$ cat src/rtl/seq_divider_if.sv
// Handshake and operand/result bundle for seq_divider.
// The issuing logic drives through the master modport; the divider uses slave.
interface seq_divider_if #(
  parameter int WIDTH = 32
);
  logic             start;
  logic [WIDTH-1:0] dividend;
  logic [WIDTH-1:0] divisor;
  logic             busy;
  logic             done;
  logic [WIDTH-1:0] quotient;
  logic [WIDTH-1:0] remainder;
  logic             div_by_zero;

  modport master (
    output start, dividend, divisor,
    input  busy, done, quotient, remainder, div_by_zero
  );

  modport slave (
    input  start, dividend, divisor,
    output busy, done, quotient, remainder, div_by_zero
  );
endinterface

$ cat src/rtl/seq_divider.sv
// seq_divider: multi-cycle restoring divider, one quotient bit per clock.
// Accepts a request only in IDLE, runs WIDTH iterations, then pulses done for
// one cycle. A zero divisor short-circuits to DONE with quotient all ones and
// remainder equal to the dividend.
// Optional feature: define DIV_SIGNED_EN for two's-complement (truncating)
// division; without it all operands are unsigned and no sign logic exists.
module seq_divider #(
  parameter int WIDTH = 32
) (
  input  logic           clk,
  input  logic           reset,
  seq_divider_if.slave   bus
);

  localparam int CNT_W = $clog2(WIDTH + 1);

  typedef enum logic [1:0] {
    S_IDLE,
    S_RUN,
    S_DONE
  } state_e;

  state_e           state_q, state_d;
  logic [CNT_W-1:0] cnt_q, cnt_d;
  logic [WIDTH-1:0] prem_q, prem_d;    // partial remainder
  logic [WIDTH-1:0] dvd_q, dvd_d;      // dividend shifting out, quotient shifting in
  logic [WIDTH-1:0] dsr_q, dsr_d;      // latched divisor (magnitude)
  logic [WIDTH-1:0] quo_q, quo_d;
  logic [WIDTH-1:0] rem_q, rem_d;
  logic             dbz_q, dbz_d;

`ifdef DIV_SIGNED_EN
  logic             q_neg_q, q_neg_d;
  logic             r_neg_q, r_neg_d;
`endif

  logic [WIDTH-1:0] opa_mag, opb_mag;
  logic [WIDTH:0]   shifted, trial;
  logic [WIDTH-1:0] q_step, r_step;
  logic [WIDTH-1:0] quo_load, rem_load;

  // Operand magnitudes captured at accept (identity in the unsigned build).
  always_comb begin
`ifdef DIV_SIGNED_EN
    opa_mag = bus.dividend[WIDTH-1] ? (~bus.dividend + 1'b1) : bus.dividend;
    opb_mag = bus.divisor[WIDTH-1]  ? (~bus.divisor  + 1'b1) : bus.divisor;
`else
    opa_mag = bus.dividend;
    opb_mag = bus.divisor;
`endif
  end

  // One restoring step; trial is one bit wider so its MSB is the borrow.
  always_comb begin
    shifted = {prem_q, dvd_q[WIDTH-1]};
    trial   = shifted - {1'b0, dsr_q};
    q_step  = {dvd_q[WIDTH-2:0], ~trial[WIDTH]};
    r_step  = trial[WIDTH] ? shifted[WIDTH-1:0] : trial[WIDTH-1:0];
`ifdef DIV_SIGNED_EN
    quo_load = q_neg_q ? (~q_step + 1'b1) : q_step;
    rem_load = r_neg_q ? (~r_step + 1'b1) : r_step;
`else
    quo_load = q_step;
    rem_load = r_step;
`endif
  end

  // Next-state and datapath control for IDLE -> RUN -> DONE.
  always_comb begin
    // NOTE: every *_d gets a default first so no path leaves a latch behind.
    state_d = state_q;
    cnt_d   = cnt_q;
    prem_d  = prem_q;
    dvd_d   = dvd_q;
    dsr_d   = dsr_q;
    quo_d   = quo_q;
    rem_d   = rem_q;
    dbz_d   = dbz_q;
`ifdef DIV_SIGNED_EN
    q_neg_d = q_neg_q;
    r_neg_d = r_neg_q;
`endif
    unique case (state_q)
      S_IDLE: begin
        if (bus.start) begin
          dvd_d  = opa_mag;
          dsr_d  = opb_mag;
          prem_d = '0;
          cnt_d  = CNT_W'(WIDTH);
`ifdef DIV_SIGNED_EN
          q_neg_d = bus.dividend[WIDTH-1] ^ bus.divisor[WIDTH-1];
          r_neg_d = bus.dividend[WIDTH-1];
`endif
          if (bus.divisor == '0) begin
            quo_d   = '1;
            rem_d   = bus.dividend;
            dbz_d   = 1'b1;
            state_d = S_DONE;
          end else begin
            state_d = S_RUN;
          end
        end
      end
      S_RUN: begin
        prem_d = r_step;
        dvd_d  = q_step;
        cnt_d  = cnt_q - CNT_W'(1);
        if (cnt_q == CNT_W'(1)) begin
          quo_d   = quo_load;
          rem_d   = rem_load;
          dbz_d   = 1'b0;
          state_d = S_DONE;
        end
      end
      S_DONE: begin
        state_d = S_IDLE;
      end
      default: begin
        state_d = S_IDLE;
      end
    endcase
  end

  // State and result registers; reset aborts any operation in flight.
  always_ff @(posedge clk or posedge reset) begin
    if (reset) begin
      state_q <= S_IDLE;
      cnt_q   <= '0;
      prem_q  <= '0;
      dvd_q   <= '0;
      dsr_q   <= '0;
      quo_q   <= '0;
      rem_q   <= '0;
      dbz_q   <= 1'b0;
`ifdef DIV_SIGNED_EN
      q_neg_q <= 1'b0;
      r_neg_q <= 1'b0;
`endif
    end else begin
      // NOTE: non-blocking here so every flop samples pre-edge values.
      state_q <= state_d;
      cnt_q   <= cnt_d;
      prem_q  <= prem_d;
      dvd_q   <= dvd_d;
      dsr_q   <= dsr_d;
      quo_q   <= quo_d;
      rem_q   <= rem_d;
      dbz_q   <= dbz_d;
`ifdef DIV_SIGNED_EN
      q_neg_q <= q_neg_d;
      r_neg_q <= r_neg_d;
`endif
    end
  end

  assign bus.busy        = (state_q != S_IDLE);
  assign bus.done        = (state_q == S_DONE);
  assign bus.quotient    = quo_q;
  assign bus.remainder   = rem_q;
  assign bus.div_by_zero = dbz_q;

endmodule

$ cat src/flat_wrapper.sv
// flat-port wrapper written by rule: the top's interface ports become plain ports
module seq_divider_flat 
#(
  parameter int WIDTH = 32
)
  (clk, reset, bus_start, bus_dividend, bus_divisor, bus_busy, bus_done, bus_quotient, bus_remainder, bus_div_by_zero);
  seq_divider_if #(.WIDTH(WIDTH)) bus_i ();
  input  logic clk;
  input  logic reset;
  input wire logic [$bits(bus_i.start)-1:0] bus_start;
  input wire logic [$bits(bus_i.dividend)-1:0] bus_dividend;
  input wire logic [$bits(bus_i.divisor)-1:0] bus_divisor;
  output wire logic [$bits(bus_i.busy)-1:0] bus_busy;
  output wire logic [$bits(bus_i.done)-1:0] bus_done;
  output wire logic [$bits(bus_i.quotient)-1:0] bus_quotient;
  output wire logic [$bits(bus_i.remainder)-1:0] bus_remainder;
  output wire logic [$bits(bus_i.div_by_zero)-1:0] bus_div_by_zero;
  assign bus_i.start = bus_start;
  assign bus_i.dividend = bus_dividend;
  assign bus_i.divisor = bus_divisor;
  assign bus_busy = bus_i.busy;
  assign bus_done = bus_i.done;
  assign bus_quotient = bus_i.quotient;
  assign bus_remainder = bus_i.remainder;
  assign bus_div_by_zero = bus_i.div_by_zero;
  seq_divider #(.WIDTH(WIDTH)) u_core (.clk(clk), .reset(reset), .bus(bus_i));
endmodule
$ cat config.mk
export PLATFORM = sky130hd
export DESIGN_NAME = seq_divider_flat
export DESIGN_NICKNAME = d
export VERILOG_FILES = /design/src/rtl/seq_divider_if.sv /design/src/rtl/seq_divider.sv /design/src/flat_wrapper.sv
export SDC_FILE = /design/constraint.sdc
export NUM_CORES = 1
export LEC_CHECK = 0
export CELL_PAD_IN_SITES_DETAIL_PLACEMENT = 1
export CELL_PAD_IN_SITES_GLOBAL_PLACEMENT = 2
export CORE_MARGIN = 2
export CORE_UTILIZATION = 35
export DETAILED_ROUTE_END_ITERATION = 10
export DONT_BUFFER_PORTS = 1
export HOLD_SLACK_MARGIN = 0.12
export PLACE_DENSITY_LB_ADDON = 0.1
export SLEW_MARGIN = 10
export SYNTH_ARGS = -nofsm -noshare
export SYNTH_HDL_FRONTEND = slang
export SYNTH_SLANG_ARGS = --single-unit
$ cat constraint.sdc
create_clock -name clk -period 5.5 [get_ports clk]
set_input_delay 1.375 -clock clk [delete_from_list [all_inputs] [get_ports clk]]
set_output_delay 1.375 -clock clk [all_outputs]
set_load 0.01 [all_outputs]
==> metrics.md <==
| Metric | Value |
|---|---|
| Outcome | complete, no violations |
| Final wirelength | 26090 µm |
| Largest area contributor in the netlist | dfrtp_1 |
| Mux contribution to synthesized area | 0.03070 |
| Slowest CP cell | xor2_4 |
| Min-Delay Startpoint | u_core.cnt_q[5] |
| Clock latency on the worst-skew pair | 0.45 ns |
| TNS Setup | 0 ns |
| DRC | 0 |
| Pwr Density | 805.5 mW/mm² |
| Syn_area_per_cell | 8.807 µm² |
| Flop2flop setup slack | 1.44 ns |
| Synth Flop Type | dfrtp_1 |
| CTS buffer count | 17 |
| Net count, final | 1080 |
| Post-DR wirelength/cell | 19.75 µm |
| Worst EP required | 5.83 ns |
| Iter 0 DRT Violations | 343 |
| Synth unique cells | 54 |
| Post-synth EDFFs | 0 |
| Crit Path Class | flip-flop to flip-flop |
| Relative slew slack | 0.2351 |
| Maxcap violations | 0 |
| CTS tree | built |
| Yosys warnings | 0 |
| First-pass GRT wire length | 41540 µm |
| Storage element area | 0.004229 mm² |
| Adder-cell share of the synthesized area | 0.05013 |
| Clock Pin Slew Worst Setup and Hold Paths | 0.07 ns |
| Hold EP | u_core.cnt_q[5] |
| Crit. End Element | flip-flop |
| Clock sinks | 169 |
| Lkg Pwr | 4.343 nW |
| DR WL met2 | 12930 µm |
| Peak supply drop | 0.2530 mV |
| 1st-pass router iterations | 4 |
| Core Footprint | 0.02504 mm² |
| Most common cell after layout, fill and taps aside | nand2_1 |
| Vias in the first global route | 7398 |
| Area delta synth->final | 9.687% |
| I/O Pins | 134 |
| Final Hold Fails | 0 |
| Metal3 WL | 1258 µm |
| Net count after synthesis | 1111 |
| Routed Antenna Nets | 0 |
| Wire length on met1 | 11620 µm |
| Full die area | 0.02668 mm² |
| Synth Cell Area | 0.008886 mm² |
| Syn Inst Count | 1009 |
| Total grt overflow | 0 |
| Share of cells above drive strength 1 | 0.06155 |
| # rows | 58 |
| Overall Power | 7.852 mW |
| Largest family of logic cells by synthesized area | compound AO/OA/AOI/OAI gates |
| FFs w/ async S/R, synth | 1.000 |
| CP cell instances | inv_1 -> ha_1 -> inv_1 -> fa_1 -> a21o_1 -> a221oi_2 -> a211oi_2 -> o2111ai_1 -> o211ai_2 -> xor2_4 -> buf_12 -> mux2i_1 -> o21ai_1 -> o21a_1 |
| Die height | 163.3 µm |
| Fraction of the mapped netlist area in simple logic gates | 0.1799 |
| Worst path most repeated cell | inv_1 |
| CTS Hold Bufs | 0 |
| Largest net degree at the start of global routing | 143 |
| CP bufs+invs | 3 |
| Ratio of final minimum period to clock period | 0.7383 |
| Buffers on Ports | 0 |
| Commonest cells after routing, fill and taps aside | 216 x nand2_1, 169 x dfrtp_1, 104 x o21ai_0, 66 x nor2_1, 46 x a21oi_1 |
| Fin. max-slew vios | 0 |
| Multi-input gate area | 0.004272 mm² |
| Top sig layer | met4 |
| Tmin final | 4.061 ns |
| Delay-heaviest family, CP | compound AO/OA/AOI/OAI gates |
| Least-Margin Pin Slew | 1.145 ns |
| Max Freq | 246.3 MHz |
| Crit start category | flip-flop |
| WP data arrival | 4.39 ns |
| Initial antenna violation count | 0 |
| Vias/cell | 5.307 |
| Crit Path Max Fanout | 29 |
| # H-tree levels | 4 |
| Initial core utilization | 0.3549 |
| Clock Path Buffers | 2 |
| Clock skew | 0.01950 ns |
| Synth top area share | 0.4759 |
| Hold Path Stages | 1 |
| Number of antenna repair diodes | 0 |
| Synth Area in XOR/XNOR | 0.02844 |
| Synth Register Bits | 169 |
| Register area share after synthesis | 0.4759 |
| R2R depth | 14 |
| Top cells by area in the synthesized netlist | dfrtp_1 48%, nand2_1 9.1%, o21ai_0 5.9% |
| Die width | 163.3 µm |
| Fillers | 2901 |
| Final core utilization | 0.3893 |
| Post-synthesis compound-gate area fraction | 0.1885 |
| Hold Path Class | flip-flop to flip-flop |
| Detail Placement HPWL | 18580 µm |
| RSZ-0062 raised after global routing | false |
| Worst R2R End | u_core.bus.remainder[8] |
| Via count | 7011 |
| Total setup buffers inserted after CTS | 0 |
| GRT Util Overall | 0.2026 |
| Endpoints failing setup | 0 |
| Worst r2r src | u_core.dvd_q[31] |
| Post_cts resized | 0 |
| GPL Wtd Cong | 0.7719 |
| Root Buffer | clkbuf_16 |
| Max stage delay on crit path | 0.46 ns |
synthesized netlist by cell type, types with 2 or more instances:
| cell type | number |
|---|---|
| a211oi_1 | 5 |
| a21o_1 | 11 |
| a21oi_1 | 46 |
| a311oi_1 | 2 |
| a31oi_1 | 40 |
| and2_1 | 3 |
| and3_1 | 9 |
| buf_1 | 6 |
| buf_2 | 2 |
| buf_6 | 2 |
| clkbuf_1 | 45 |
| dfrtp_1 | 169 |
| ha_1 | 34 |
| inv_1 | 43 |
| mux2_1 | 2 |
| mux2i_1 | 25 |
| nand2_1 | 216 |
| nand2b_1 | 10 |
| nand3_1 | 33 |
| nand4_1 | 7 |
| nor2_1 | 67 |
| nor2b_1 | 3 |
| nor3_1 | 7 |
| nor4_1 | 9 |
| o2111ai_1 | 3 |
| o211ai_1 | 16 |
| o211ai_2 | 11 |
| o21a_1 | 7 |
| o21ai_0 | 104 |
| o21ai_1 | 16 |
| o21bai_1 | 2 |
| o221ai_1 | 2 |
| or2_2 | 4 |
| or3_1 | 3 |
| xnor2_1 | 15 |
| xor2_1 | 12 |
cells by family after synthesis:
| family | after synthesis |
|---|---|
| buffers and inverters | 101 |
| adders and majority gates | 35 |
| DFF | 169 |
| xor gates and xnor gates | 28 |
| AOI/OAI and AO/OA | 274 |
| and+or+nand+nor | 375 |
| muxes | 27 |
power by group:
part / switching [mW] / leakage [nW] / total [mW] / internal [mW]
logic: 2.66 / 2.01 / 4.28 / 1.62
clock network: 0.598 / 0.287 / 1.21 / 0.610
registers: 0.511 / 2.04 / 2.36 / 1.85
total: 3.77 / 4.34 / 7.85 / 4.08
layer usage:
layer,global-route usage,vias to the layer above
met5,0,-
met4,0.04586,0
met3,0.05637,18
met2,0.3468,92
met1,0.2543,3459
li1,-,3442
how the worst max path moves through the flow:
| stage | slack [ns] | from | cells past startpoint | to |
|---|---|---|---|---|
| floorplan | 1.97 | reset | 1 | u_core.bus.div_by_zero |
| global placement | 1.02 | bus_divisor[5] | 8 | u_core.bus.quotient[0] |
| detailed placement | 0.96 | bus_divisor[5] | 8 | u_core.bus.remainder[0] |
| CTS | 1.41 | bus_divisor[5] | 8 | u_core.bus.remainder[22] |
| global route | 1.16 | bus_divisor[5] | 8 | u_core.bus.remainder[10] |
| finish | 1.44 | u_core.dvd_q[31] | 14 | u_core.bus.remainder[8] |
layout make-up:
cell class	count	share of cell area
multi-input combinational	739	0.4383
sequential	169	0.4339
clock buffer	18	0.04403
tap	330	0.04236
inverter	44	0.01733
clock inverter	14	0.01617
timing repair buffer	7	0.007959
state kept, by name, summed over array words and instances (netlist names):
signal                  flops
u_core.dsr_q               32
u_core.prem_q              32
u_core.cnt_q                6
u_core.bus.quotient        32
u_core.dvd_q               32
u_core.bus.div_by_zero      1
u_core.bus.remainder       32
u_core.state_q              2
metrics by stage:
step / hold slack (ns) / instance area (µm²) / setup slack (ns) / std cells
after floorplan: 0.4523 / 8890 / 1.970 / 1009
after global placement: 0.4851 / 9160 / 1.018 / 1289
after detailed placement: 0.4815 / 9160 / 0.9641 / 1289
after CTS: 0.5002 / 9747 / 1.410 / 1321
after global routing: 0.5197 / 9747 / 1.161 / 1321
final: 0.5023 / 9747 / 1.439 / 1321
Power figures use the tool's default switching activity.
